**src/rtl/desc_slave_sequencer.sv**
```systemverilog
// Descriptor responder: queues {length, source, destination} descriptors
// in a FIFO and expands each one into a stream of per-beat address pairs.
//
// Ports:
//   clk, nrst                 clock (rising edge), async active-low reset
//   valid/ready               descriptor handshake from the master
//   length/source/destination descriptor fields (length 0 = no beats)
//   beat_valid/beat_ready     beat handshake to the transfer engine
//   beat_src/beat_dst         addresses of the current beat
//   beat_last                 current beat is the final one of its descriptor
//   desc_done                 one-cycle pulse when a descriptor retires
//   fifo_level                descriptors currently queued
//   busy                      expanding a descriptor or FIFO non-empty
module desc_slave_sequencer #(
    parameter int FIFO_DEPTH = 4,
    parameter int ADDR_W     = 8,
    parameter int LEN_W      = 4
) (
    input  logic                          clk,
    input  logic                          nrst,
    input  logic                          valid,
    output logic                          ready,
    input  logic [LEN_W-1:0]              length,
    input  logic [ADDR_W-1:0]             source,
    input  logic [ADDR_W-1:0]             destination,
    output logic                          beat_valid,
    input  logic                          beat_ready,
    output logic [ADDR_W-1:0]             beat_src,
    output logic [ADDR_W-1:0]             beat_dst,
    output logic                          beat_last,
    output logic                          desc_done,
    output logic [$clog2(FIFO_DEPTH):0]   fifo_level,
    output logic                          busy
);

    localparam int PW = $clog2(FIFO_DEPTH);
    localparam logic [PW:0] FULL_LVL = (PW+1)'(FIFO_DEPTH);

    typedef struct packed {
        logic [LEN_W-1:0]  len;
        logic [ADDR_W-1:0] src;
        logic [ADDR_W-1:0] dst;
    } desc_t;

    typedef enum logic {
        IDLE,
        RUN
    } state_t;

    desc_t              mem_q [FIFO_DEPTH];
    logic [PW-1:0]      wr_q, wr_d;
    logic [PW-1:0]      rd_q, rd_d;
    logic [PW:0]        cnt_q, cnt_d;

    state_t             state_q, state_d;
    logic [ADDR_W-1:0]  src_q, src_d;
    logic [ADDR_W-1:0]  dst_q, dst_d;
    logic [LEN_W-1:0]   rem_q, rem_d;
    logic               done_q, done_d;

    logic               push;
    logic               pop;
    logic               run;
    desc_t              head;

    // ready follows the registered level only, so a pop in the same
    // cycle never opens a slot early; reset forces it low.
    assign ready = nrst && (cnt_q != FULL_LVL);
    assign push  = valid && ready;
    assign pop   = (state_q == IDLE) && (cnt_q != '0);
    assign head  = mem_q[rd_q];
    assign run   = (state_q == RUN);

    always_ff @(posedge clk) begin
        if (push) begin
            mem_q[wr_q] <= '{len: length, src: source, dst: destination};
        end
    end

    always_comb begin
        wr_d  = wr_q;
        rd_d  = rd_q;
        cnt_d = cnt_q;
        if (push) begin
            wr_d = wr_q + PW'(1);
        end
        if (pop) begin
            rd_d = rd_q + PW'(1);
        end
        if (push && !pop) begin
            cnt_d = cnt_q + (PW+1)'(1);
        end else if (!push && pop) begin
            cnt_d = cnt_q - (PW+1)'(1);
        end
    end

    always_comb begin
        state_d = state_q;
        src_d   = src_q;
        dst_d   = dst_q;
        rem_d   = rem_q;
        done_d  = 1'b0;
        unique case (state_q)
            IDLE: begin
                if (pop) begin
                    if (head.len != '0) begin
                        src_d   = head.src;
                        dst_d   = head.dst;
                        rem_d   = head.len;
                        state_d = RUN;
                    end else begin
                        // empty descriptor retires without any beat
                        done_d = 1'b1;
                    end
                end
            end
            RUN: begin
                if (beat_ready) begin
                    src_d = src_q + ADDR_W'(1);
                    dst_d = dst_q + ADDR_W'(1);
                    rem_d = rem_q - LEN_W'(1);
                    if (rem_q == LEN_W'(1)) begin
                        state_d = IDLE;
                        done_d  = 1'b1;
                    end
                end
            end
            default: begin
                state_d = IDLE;
            end
        endcase
    end

    always_ff @(posedge clk or negedge nrst) begin
        if (!nrst) begin
            wr_q    <= '0;
            rd_q    <= '0;
            cnt_q   <= '0;
            state_q <= IDLE;
            src_q   <= '0;
            dst_q   <= '0;
            rem_q   <= '0;
            done_q  <= 1'b0;
        end else begin
            wr_q    <= wr_d;
            rd_q    <= rd_d;
            cnt_q   <= cnt_d;
            state_q <= state_d;
            src_q   <= src_d;
            dst_q   <= dst_d;
            rem_q   <= rem_d;
            done_q  <= done_d;
        end
    end

    assign beat_valid = run;
    assign beat_src   = run ? src_q : '0;
    assign beat_dst   = run ? dst_q : '0;
    assign beat_last  = run && (rem_q == LEN_W'(1));
    assign desc_done  = done_q;
    assign fifo_level = cnt_q;
    assign busy       = run || (cnt_q != '0);

endmodule

```
**config.mk**
```make
export PLATFORM = sky130hd
export DESIGN_NAME = desc_slave_sequencer
export DESIGN_NICKNAME = d
export VERILOG_FILES = /design/src/rtl/desc_slave_sequencer.sv
export SDC_FILE = /design/constraint.sdc
export NUM_CORES = 1
export LEC_CHECK = 0
export ABC_AREA = 1
export CORE_MARGIN = 4
export CORE_UTILIZATION = 55
export DETAILED_ROUTE_END_ITERATION = 6
export GPL_TIMING_DRIVEN = 1
export PLACE_DENSITY = 0.82
export SYNTH_ARGS = -nofsm -noshare
export SYNTH_HDL_FRONTEND = slang
export SYNTH_SLANG_ARGS = --single-unit
```
**constraint.sdc**
```tcl
create_clock -name clk -period 2.3 [get_ports clk]
set_input_delay 0.23 -clock clk [delete_from_list [all_inputs] [get_ports clk]]
set_output_delay 0.23 -clock clk [all_outputs]
set_load 0.005 [all_outputs]
```
== Word level (Yosys, flattened, before mapping) ==
Memories as Yosys holds them, arrays and structs flattened.
Cells that the tools add are included.

* Register bits after elaboration: 29
* Bits in latches: 0
* Bits in read-only memories: 0
* Memories kept: 1
* Output and inout bits: 24
* Word-level logic and storage cells: 63
* RAM bits: 80

{| class="wikitable"
|+ Memory list
! memory !! depth !! width !! rd ports !! clocked after memory_dff !! write ports !! line !! text
|-
| mem_q || 4 || 20 || 1 || 0 || 1 || 50 || <nowiki>desc_t mem_q [FIFO_DEPTH];</nowiki>
|}

* Divide/modulo/power cells: 0
* $add $sub $neg: 7
* $mul: 0
* Bitwise operators: 1
* Reduce and logical (&&, ||, !) cells: 13
* $lt $le $gt $ge: 0
* Equality and inequality tests: 5
* Multiplexer cells: 28
* Shifts and indexed selects: 0

{| class="wikitable"
|+ Operators with widths
! operator !! number
|-
| 8-bit 2-to-1 mux || 8
|-
| 8-bit one-hot mux with 2 select lines || 2
|-
| 8-bit by 1-bit adder with 8-bit output, second input constant || 2
|-
| 4-bit 2-to-1 mux || 3
|-
| 1-bit 2-to-1 mux || 10
|-
| 4-bit one-hot mux with 2 select lines || 1
|-
| 1-bit logical AND || 6
|-
| 3-bit 2-to-1 mux || 2
|-
| 2-bit by 1-bit adder with 2-bit output, second input constant || 2
|-
| 4-bit by 1-bit equality test with 1-bit output, second input constant || 1
|-
| 2-bit inequality test, second input constant || 2
|-
| 1-bit one-hot mux with 2 select lines || 2
|-
| 4-bit nonzero test || 1
|-
| 4-bit by 1-bit subtractor with 4-bit output, second input constant || 1
|-
| 3-bit by 1-bit adder with 3-bit output, second input constant || 1
|-
| 3-bit inequality test, second input constant || 1
|-
| 3-bit AND reduction || 1
|-
| 3-bit nonzero test || 1
|-
| 3-bit by 1-bit subtractor with 3-bit output, second input constant || 1
|-
| 1-bit logical NOT || 2
|-
| 2-bit by 1-bit inequality test with 1-bit output, second input constant || 1
|-
| 2-bit nonzero test || 1
|-
| 1-bit logical OR || 1
|-
| 1-bit NOT || 1
|}

== Logic depth before layout (Yosys ltp) ==
* Word-level depth: 7
* Depth in mapped cells: 11
* Gate-level depth less buffers: 10

== Worst setup path after synthesis ==
Ideal clock, no wire load.

* Kind: register to register
* Start point: register cnt_q[0] (netlist: fifo_level[0])
* End point: memory mem_q[0][0] in the netlist's numbering (enable)
* Clock period less this slack: 2.193 ns
* Data arrival time: 1.796 ns
* Stages on the path, launching flop included: 5
* Path slack: 0.107 ns
* Setup time: 0.397 ns
* Buffers on the path: 0
* Path through: dfrtp_1 -> inv_1 -> a31oi_1 -> nand2_1 -> nor2_1

* Word-level cells in the longest chain between the ends: 5

{| class="wikitable"
|+ Ends and longest elaborated chain
! what !! line !! text
|-
| from (decl) || 53 || <nowiki>logic [PW:0] cnt_q, cnt_d;</nowiki>
|-
| from (signal assigned) || 147 || <nowiki>cnt_q <= cnt_d;</nowiki>
|-
| 3-bit inequality test || 68 || <nowiki>assign ready = nrst && (cnt_q != FULL_LVL);</nowiki>
|-
| 1-bit logical AND || 68 ||
|-
| via ready || 22 || <nowiki>output logic ready,</nowiki>
|-
| 1-bit logical AND || 69 || <nowiki>assign push = valid && ready;</nowiki>
|-
| 1-bit 2-to-1 mux || 75 || <nowiki>if (push) begin</nowiki>
|-
| 1-bit 2-to-1 mux (implied by the code) || 76 || <nowiki>mem_q[wr_q] <= '{len: length, src: source, dst: destination};</nowiki>
|-
| to (decl) || 50 ||
|}

The timed path passes the listed nets, and every way through them passes these cells.

== Worst setup path in the final report ==
* Start point: register cnt_q[0] (netlist: fifo_level[0])
* End point: register cnt_q[2] (netlist: fifo_level[2])

* Word-level cells in the longest chain between the ends: 6
* Elaborated cells on any way between the ends: 14

{| class="wikitable"
|+ Ends and longest elaborated chain
! what !! line !! text
|-
| 3-bit inequality test (*) || 68 ||
|-
| 1-bit logical AND (*) || 68 ||
|-
| 1-bit logical AND (*) || 69 ||
|-
| via push || 61 || <nowiki>logic push;</nowiki>
|-
| 1-bit logical NOT || 92 || <nowiki>end else if (!push && pop) begin</nowiki>
|-
| 1-bit logical AND || 92 ||
|-
| 2-bit nonzero test (no line) || -- ||
|}

The timed path passes the listed nets; every way through them passes the cells marked *. The select of a mux whose other input is x is not followed.
A chain may end at the register's enable or synchronous reset.

==> impl_metrics.yaml <==
global_routing:
  gr-total-overflow: 0
  grt_max_degree: 33
  grt_usage_pct: 20.10
  grt_pass1_wl_um: 16160
  antenna_found_initial: 0
  grt_pass1_vias: 3355
place:
  place_area_sq_um: 5544
  io_buffers: 47
  dp.cells: 631
  place_hpwl_um: 6651
  gp_congestion: 0.8198
outcome:
  status: "completed"
logic_synthesis:
  ys_ff_latch: 109
  synth_edf_count: 80
  synthFlopType: "edfxtp_1"
  asyncSetResetFlopFracSynth_pct: 26.61
  synth_area_leaders: "edfxtp_1, dfrtp_1, nand2_1"
  synth_fp_nets: 518
  yosysTopAreaCell: "edfxtp_1"
  synthTopCellsByCount: "nand2_1, edfxtp_1, nor2_1"
  avgSynthCellArea_sq_um: 10.16
  synth_cells: 484
  yosysMostFrequentCell: "nand2_1"
  ys_warn_count: 0
  synth_seq_area_share_pct: 63.60
  syn_area_sq_um: 4918
  yosysTopAreaCellShare_pct: 48.84
  ys_types: 26
critical_path:
  rrSetupSlack_ns: 0.26
  cp_cell_sequence: "inv_1 -> a31oi_1 -> nand2_1 -> inv_1 -> ha_1 -> inv_1 -> fa_1 -> a21oi_1 -> o21ai_0 -> xor2_1"
  critical_path.top_delay_family: "adder cells"
  cp-start-kind: "flip-flop"
  arrival_ns: 2.29
  cp_slowest_cell: "dfrtp_2"
  cp.required_ns: 2.55
  path_max_fanout: 4
  cp_common_cell: "inv_1"
  critPathMaxStageDelay_ns: 0.43
  cp-end-kind: "flip-flop"
  crit_buf_inv: 3
  critical_path_class: "flip-flop to flip-flop"
cells_and_area:
  area_delta_synth_final_pct: 16.84
  num_antenna_cells: 0
  final_area_sq_um: 5747
  nets: 568
  fillers: 655
  drive_above_1_share_pct: 6.679
  stdcell_count: 647
clocking:
  cts_max_level: 3
  postCtsSetupBuffers: 0
  clockRootBuffer: "clkbuf_8"
  clk_latency_ns: 0.36
  cts_sinks: 109
  tritoncts: "built"
  cts_buffers: 9
  cts.clk_slew.worst_paths_ns: 0.10
  clk_path_buf_depth: 2
timing:
  fin_crit_ns: 2.043
  finClkSkew_ns: 0.01533
  fin_crit_sh_pct: 88.83
  setup_tns_ns: 0
  grt_setup_unrepaired: "false"
  slew_headroom_pct: 74.33
  worstMarginPinSlew_ns: 0.3850
  finalSetupViolCount: 0
  drv_slew: 0
  hold_violations: 0
  fmaxAchievable_mhz: 489.4
detailed_routing:
  topRoutingLayerUsed: "met4"
  wl_per_cell_um: 15.47
  met1_length_um: 4342
  vias: 3484
  drt-total-wl_um: 10010
  ant_nets: 0
  drtPass1Iterations: 4
  via_per_inst: 5.385
  met3_length_um: 608
  drc: 0
  dr_wl_met2_um: 4942
  dr.first_iter.drc_count: 335
power:
  p_per_area_nw_per_um2: 1218
  ir_drop_uv: 610.9
  p_leak_nw: 2.372
die:
  die_w_um: 102.6
  die_y_um: 102.6
  boundaryPins: 48
  die_area_sq_um: 10520
  fp.coreArea_sq_um: 8721
  row_count: 34
  start_util_pct: 56.40
job:
  cap_violations: 0
worst_hold_path:
  min_path_type: "input pin to async pin"
## stage by stage
step | hold WS (ns) | power [W] | utilization (%) | setup slack, ns
6_report | 0.2883 | 0.007000 | 65.90 | 0.2568
2_1_floorplan | -0.06559 | 0.004831 | - | 0.1070
4_1_cts | 0.3091 | 0.007022 | 65.87 | 0.1993
3_3_place_gp | 0.4925 | 0.005728 | 63.57 | 0.07136
5_1_grt | 0.3338 | 0.007548 | 65.90 | 0.02937
3_5_place_dp | 0.4955 | 0.005880 | 63.57 | 0.01993
## sequential cells by signal (all words and copies together) (netlist names)
name and flops:
dst_q 8, fifo_level 3, wr_q 2, mem_q 80, rem_q 4, desc_done 1, rd_q 2, src_q 8
beat_valid 1
## power breakdown
| group | switching [W] | total [W] | internal (W) |
|---|---|---|---|
| registers | 0.000332 | 0.00285 | 0.00252 |
| clock network | 0.000641 | 0.00116 | 0.000516 |
| logic | 0.00178 | 0.00299 | 0.00122 |
| total | 0.00275 | 0.00700 | 0.00425 |
## repair_timing
item / 4_1_cts / 5_1_grt
resized for setup: 0 / 2
endpoints found under the setup margin: 0 / 2
hold buffers: 0 / 0
## cell families after synthesis
logic type / count (synthesis) / synth area share (%)
AOI/OAI and AO/OA: 68 / 7.479
xor gates and xnor gates: 14 / 2.493
adders and majority gates: 10 / 2.697
buffers and inverters: 67 / 5.825
DFF: 109 / 63.60
and+or+nand+nor: 216 / 17.91
## routing by layer
metal  global-route usage, %  up-vias
li1                        -     1722
met1                   27.92     1643
met2                   32.32      108
met3                   3.383       11
met4                   7.164        0
met5                       0        -
## cells in the final DEF (no fill, tap or decap), drive strengths merged
cell type	instances
dfrtp	29
nand4	6
xnor2	3
xor2	11
edfxtp	80
clkdlybuf4s50	47
nand2	121
fa	1
nand3	42
inv	43
o22ai	15
ha	9
bufinv	1
clkinv	5
o21ai	48
buf	16
nor2	47
o31ai	1
a31oi	2
clkbuf	10
a21oi	2
## layout make-up
cell class	instances	area, sq um	area share [%]
Sequential cell	109	3131	54.47
Multi-Input combinational cell	308	1504	26.17
Timing Repair Buffer	63	615.6	10.71
Inverter	43	161.4	2.809
Tap cell	108	135.1	2.351
Clock buffer	10	127.6	2.221
Clock inverter	6	72.57	1.263
## path summary, 6_finish.rpt
check	startpoint	to	cells after the start
max in group asynchronous	nrst	dst_q[1]$_DFFE_PN0P_	2
min in group clk	source[1]	mem_q[0][9]$_DFFE_PP_	1
min	nrst	rem_q[0]$_DFFE_PN0P_	2
max	fifo_level[0]$_DFFE_PN0P_	fifo_level[2]$_DFFE_PN0P_	10
min reg2reg	rem_q[1]$_DFFE_PN0P_	rem_q[1]$_DFFE_PN0P_	2
max reg2reg	fifo_level[0]$_DFFE_PN0P_	fifo_level[2]$_DFFE_PN0P_	10
Note: power is estimated with default switching activity, not from simulation.
